File: src/rtl/pipe_stall_ctrl.sv
// Pipeline flow controller: turns per-stage stall requests into a stall vector,
// sequences redirect flushes and tracks how long the pipeline has been stalled.
module pipe_stall_ctrl #(
  parameter int unsigned NUM_STAGES    = 6,
  parameter int unsigned ADDR_W        = 32,
  parameter int unsigned FLUSH_CYCLES  = 1,
  parameter int unsigned CNT_W         = 8,
  parameter int unsigned STALL_TIMEOUT = 200
) (
  input  logic                  clk,
  input  logic                  rst,
  input  logic [NUM_STAGES-1:0] stall_req,
  input  logic                  flush_req,
  input  logic [ADDR_W-1:0]     flush_pc,
  output logic [NUM_STAGES-1:0] stall,
  output logic                  flush,
  output logic [ADDR_W-1:0]     new_pc,
  output logic [CNT_W-1:0]      stall_cnt,
  output logic                  timeout
);

  localparam int unsigned FC_W = (FLUSH_CYCLES > 1) ? $clog2(FLUSH_CYCLES) : 1;
  localparam logic [FC_W-1:0]  FC_RELOAD = FC_W'(FLUSH_CYCLES - 1);
  localparam logic [CNT_W-1:0] CNT_MAX   = {CNT_W{1'b1}};
  localparam logic [CNT_W-1:0] CNT_LIMIT = CNT_W'(STALL_TIMEOUT);

  if (NUM_STAGES < 2) begin : g_chk_stages
    $error("pipe_stall_ctrl: NUM_STAGES must be at least 2");
  end
  if (FLUSH_CYCLES < 1) begin : g_chk_flush
    $error("pipe_stall_ctrl: FLUSH_CYCLES must be at least 1");
  end
  if (STALL_TIMEOUT >= (64'd1 << CNT_W)) begin : g_chk_timeout
    $error("pipe_stall_ctrl: STALL_TIMEOUT must fit in CNT_W bits");
  end

  typedef enum logic {
    ST_IDLE  = 1'b0,
    ST_FLUSH = 1'b1
  } state_e;

  state_e            state_q,     state_d;
  logic [FC_W-1:0]   flush_cnt_q, flush_cnt_d;
  logic              flush_q,     flush_d;
  logic [ADDR_W-1:0] new_pc_q,    new_pc_d;
  logic [CNT_W-1:0]  stall_cnt_q, stall_cnt_d;
  logic              timeout_q,   timeout_d;

  logic [NUM_STAGES-1:0] stall_pfx;
  logic                  stall_any;

  // A stalled stage must also hold every older stage below it: suffix-OR from the top.
  always_comb begin
    logic run;
    run       = 1'b0;
    stall_pfx = '0;
    for (int k = NUM_STAGES - 1; k >= 0; k--) begin
      run          = run | stall_req[k];
      stall_pfx[k] = run;
    end
  end

  assign stall     = (rst || state_q == ST_FLUSH) ? '0 : stall_pfx;
  assign stall_any = |stall_pfx;

  // Next-state, flush sequencing and stall-cycle accounting.
  always_comb begin
    state_d     = state_q;
    flush_cnt_d = flush_cnt_q;
    new_pc_d    = new_pc_q;
    stall_cnt_d = stall_cnt_q;

    case (state_q)
      ST_IDLE: begin
        if (flush_req) begin
          state_d     = ST_FLUSH;
          flush_cnt_d = FC_RELOAD;
          new_pc_d    = flush_pc;
        end
      end
      ST_FLUSH: begin
        if (flush_req) begin
          flush_cnt_d = FC_RELOAD;
          new_pc_d    = flush_pc;
        end else if (flush_cnt_q == '0) begin
          state_d = ST_IDLE;
        end else begin
          flush_cnt_d = flush_cnt_q - FC_W'(1);
        end
      end
      default: begin
        state_d = ST_IDLE;
      end
    endcase

    // A flush empties the pipe, so any stall run is over.
    if (state_q == ST_FLUSH || flush_req) begin
      stall_cnt_d = '0;
    end else if (stall_any) begin
      stall_cnt_d = (stall_cnt_q == CNT_MAX) ? CNT_MAX : stall_cnt_q + CNT_W'(1);
    end else begin
      stall_cnt_d = '0;
    end

    flush_d   = (state_d == ST_FLUSH);
    timeout_d = (stall_cnt_d >= CNT_LIMIT);
  end

  always_ff @(posedge clk) begin
    if (rst) begin
      state_q     <= ST_IDLE;
      flush_cnt_q <= '0;
      flush_q     <= 1'b0;
      new_pc_q    <= '0;
      stall_cnt_q <= '0;
      timeout_q   <= 1'b0;
    end else begin
      state_q     <= state_d;
      flush_cnt_q <= flush_cnt_d;
      flush_q     <= flush_d;
      new_pc_q    <= new_pc_d;
      stall_cnt_q <= stall_cnt_d;
      timeout_q   <= timeout_d;
    end
  end

  assign flush     = flush_q;
  assign new_pc    = new_pc_q;
  assign stall_cnt = stall_cnt_q;
  assign timeout   = timeout_q;

endmodule

File: config.mk
export PLATFORM = sky130hd
export DESIGN_NAME = pipe_stall_ctrl
export DESIGN_NICKNAME = d
export VERILOG_FILES = /design/src/rtl/pipe_stall_ctrl.sv
export SDC_FILE = /design/constraint.sdc
export NUM_CORES = 1
export LEC_CHECK = 0
export BUFFER_PORTS_ARGS = -buffer_cell sky130_fd_sc_hd__clkbuf_2
export CAP_MARGIN = 10
export CORE_UTILIZATION = 47
export CTS_CLUSTER_SIZE = 16
export DETAILED_ROUTE_END_ITERATION = 8
export GPL_TIMING_DRIVEN = 1
export PLACE_DENSITY = 0.85
export SYNTH_ARGS = -nofsm -noshare
export SYNTH_HDL_FRONTEND = slang
export SYNTH_SLANG_ARGS = --single-unit
File: constraint.sdc
create_clock -name clk -period 3.9 [get_ports clk]
set_input_delay 0.195 -clock clk [delete_from_list [all_inputs] [get_ports clk]]
set_output_delay 0.195 -clock clk [all_outputs]
set_load 0.02 [all_outputs]
Yosys cells after proc, flatten, opt, wreduce, memory -nomap -nowiden --
Index checks and enable logic that the tools add are counted.
Word-level totals: output and inout bits 48, input bits 41, register bits after elaboration 43, logic and storage cells 32
Cells by class: mux-type cells 13, equality and inequality tests 2, reduce and logical (&&, ||, !) cells 3, bitwise logic cells 6, add/subtract/negate cells 2, magnitude comparators 1
Operator list (number):
- 32-bit 2-to-1 mux | 1
- 8-bit 2-to-1 mux | 3
- 8-bit by 1-bit adder with 8-bit output, second input constant | 1
- 8-bit == test, second input constant | 1
- 8-bit greater-or-equal comparator, second input constant | 1
- 1-bit 2-to-1 mux | 6
- 6-bit 2-to-1 mux | 1
- 6-bit OR reduction | 1
- 1-bit bitwise OR | 5
- 1-bit one-hot mux with 2 select lines | 2
- 1-bit logical OR | 2
- 2-bit != test, second input constant | 1
- 1-bit inverter | 1
- 1-bit subtractor, second input constant | 1

Depth between registers and ports, before layout --
word-level depth 9, gate-level depth with buffers 6, mapped depth without buffers 5

Worst setup path before layout --
No wires, ideal clock.
path kind register to register, from register flush (netlist name), to register timeout_q, in the netlist timeout, required time 3.812 ns, clock period less this slack 1.670 ns, library setup time 0.088 ns, data arrival time 1.582 ns, cell stages (with the launch flop) 6, path slack 2.230 ns, cells stage by stage dfxtp_1 > or2_0 > buf_2 > a211o_4 > or3b_4 > a311oi_2
RTL lines:
- to (signal assigned) | line 123 | timeout_q <= timeout_d;
- to (decl) | line 47 | logic timeout_q, timeout_d;

==> out/metrics.cfg <==
[yosys]
ys_warn_count = 0
yosys.area.top_type_share_pct = 51.3
ys_top_cells_by_area = dfxtp_1 51%, mux2i_1 20%, nor2_1 8.9%
syn_area_um2 = 1640
async_reset_ff_share_pct = 0
synth_top_family_by_area = multiplexers
ys_seq_area_share_pct = 51.3
synthMuxAreaShare_pct = 19.5
syn_inst = 166
ys_ff_latch = 42
yosysMostFrequentCell = dfxtp_1
synth_fp_nets = 208
synth_flop_cell = dfxtp_1
yosysUniqueCellTypes = 26
synth_fa_ha_area_share_pct = 0.763
synth-xor-area-share_pct = 2.67
synthSimpleGateAreaFrac_pct = 15.5
synth-compound-area-share_pct = 5.80
synthTopCellsByCount = 42 x dfxtp_1, 39 x nor2_1, 32 x mux2i_1, 9 x a21oi_1, 6 x inv_1
syn_avg_cell_area_um2 = 9.87
synth_top_area_cell = dfxtp_1
synth-edff-count = 0

[clock_tree]
clock_path_buffers = 2
clk_latency_ps = 340
cts_htree_levels = 2
cts_setup_buffers = 0
clk_pin_slew_ps = 120
holdBufCountCts = 0
cts-buffers-inserted = 5
cts_tree = yes
postCtsResizedCells = 0
root_buffer = clkbuf_4
cts.sinks = 42

[timing]
min_period_ps = 1740
fin_tns_setup_ps = 0
rsz0062_at_grt = false
slew_violations = 0
max_freq_mhz = 573
slew_headroom_pct = 27.2
final_hold_viol_count = 0
worst_slack_ps = 2160
setup_viol = 0
finalCritPeriodShare_pct = 44.7
tightest_slew_ps = 1090
skew_ps = 0.759

[route]
drcViolationCount = 0
wl_per_cell_um = 11.0
finalWirelength_um = 3260
first_iter_violations = 45
viasPerCell = 4.82
via_count = 1431
first_pass_iters = 4
antenna_left = 0

[placed_design]
dpl_worst_slack_ps = 1790
dp.cells = 290
hpwl_um = 2430
numPortBuffers = 88
gp_congestion = 0.807

[critical_path]
r2r_end = timeout
ff2ff_setup_slack_ps = 2220
criticalPathCategory = input port to flip-flop
r2r_start = flush
crit_fanout = 35
startpoint_type = input port
end_kind = flip-flop
crit_required_ps = 4160
cp.arrival_ps = 2000
reg2regPathDepth = 4

[global_route]
grt_first_pass_wirelength_um = 4930
antenna_found_initial = 0
grt_pass1_vias = 1181
grt_max_degree = 36
grt_overflow = 0
track_usage_pct = 18.4

[finish]
final_nets = 293
antennaDiodeCount = 0
regArea_um2 = 841
stdcell_count = 297
multi_input_area_um2 = 726
fin_util_pct = 65.0
drive_above_1_share_pct = 39.4
fill_cells = 306
area_growth_pct = 32.3

[worst_hold_path]
whs_path_depth = 3
hp-start = flush_pc[22]
hp-class = input port to flip-flop
min_to = new_pc[22]

[outcome]
status = finished clean

[die]
row_count = 21
dieArea_um2 = 3730
die_w_um = 61.1
core_area_um2 = 3340
start_util_pct = 49.1
die_y_um = 61.1
pin_count = 89

[power_and_ir_drop]
max-vdd-ir-drop_v = 0.000263
power.density_nw_per_um2 = 401
finalPower_mw = 0.869
leakage_nw = 1.11

[run]
maxCapViolations = 0

## routing by layer
layer / routed length [µm] / GRT usage (%) / share of wire (%) / up-vias
met3: 225 / 7.14 / 6.9 / 7
met4: 46 / 6.82 / 1.4 / 0
met1: 1460 / 21.3 / 45 / 641
met5: 0 / 0 / 0 / -
li1: - / - / - / 724
met2: 1530 / 30.7 / 47 / 59
## worst max-delay path, cell delays in order
cell	delay, ps
clkbuf_2	390
or2_0	470
a211o_4	350
or3b_4	410
a311oi_2	180
## stage by stage
step / hold WS, ps / area (µm²)
floorplan: 342 / 1640
global placement: 427 / 2090
detailed placement: 438 / 2090
CTS: 72.4 / 2170
global route: 52.1 / 2170
finish: 83.3 / 2170
## power breakdown
part           leakage (nW)  total [mW]  switching, mW  internal [mW]
registers             0.345       0.461         0.0111          0.450
clock network        0.0443       0.278          0.129          0.149
logic                 0.722       0.129         0.0751         0.0540
## registers in the layout, summed over array words and instances (netlist names)
name / cells
flush: 1
new_pc: 32
stall_cnt: 8
timeout: 1
## worst max path at each step
stage | startpoint | slack, ps | end
final | rst | 2160 | timeout
after global routing | stall_cnt[0] | 2090 | timeout
after CTS | rst | 2150 | timeout
after detailed placement | rst | 1790 | timeout
after global placement | rst | 1840 | timeout
after floorplan | flush | 2230 | timeout
## cells by family after synthesis
group / Yosys count
buffers and inverters: 16
and+or+nand+nor: 56
adders and majority gates: 1
muxes: 32
AOI/OAI and AO/OA: 14
DFF: 42
xor gates and xnor gates: 5
## layout make-up
type,instances,area share (%)
flip-flops and latches,42,38.8
repair buffers,88,20.3
clock buffers,6,2.37
well taps,46,2.65
inverters,6,1.04
multi-input cells,108,33.5
clock inverters,1,1.38
## cells in the final DEF, fill, tap and decap left out, types with 2 or more instances in the layout
cell type   n
xnor2_1     3
nand3_1     4
a21oi_1     9
o21ai_0     2
nand4_1     2
xor2_1      2
dfxtp_1    42
inv_1       6
mux2i_1    32
nor4_1      3
nor2_1     39
clkbuf_4    5
clkbuf_2   88
(Power assumes the default switching activity.)
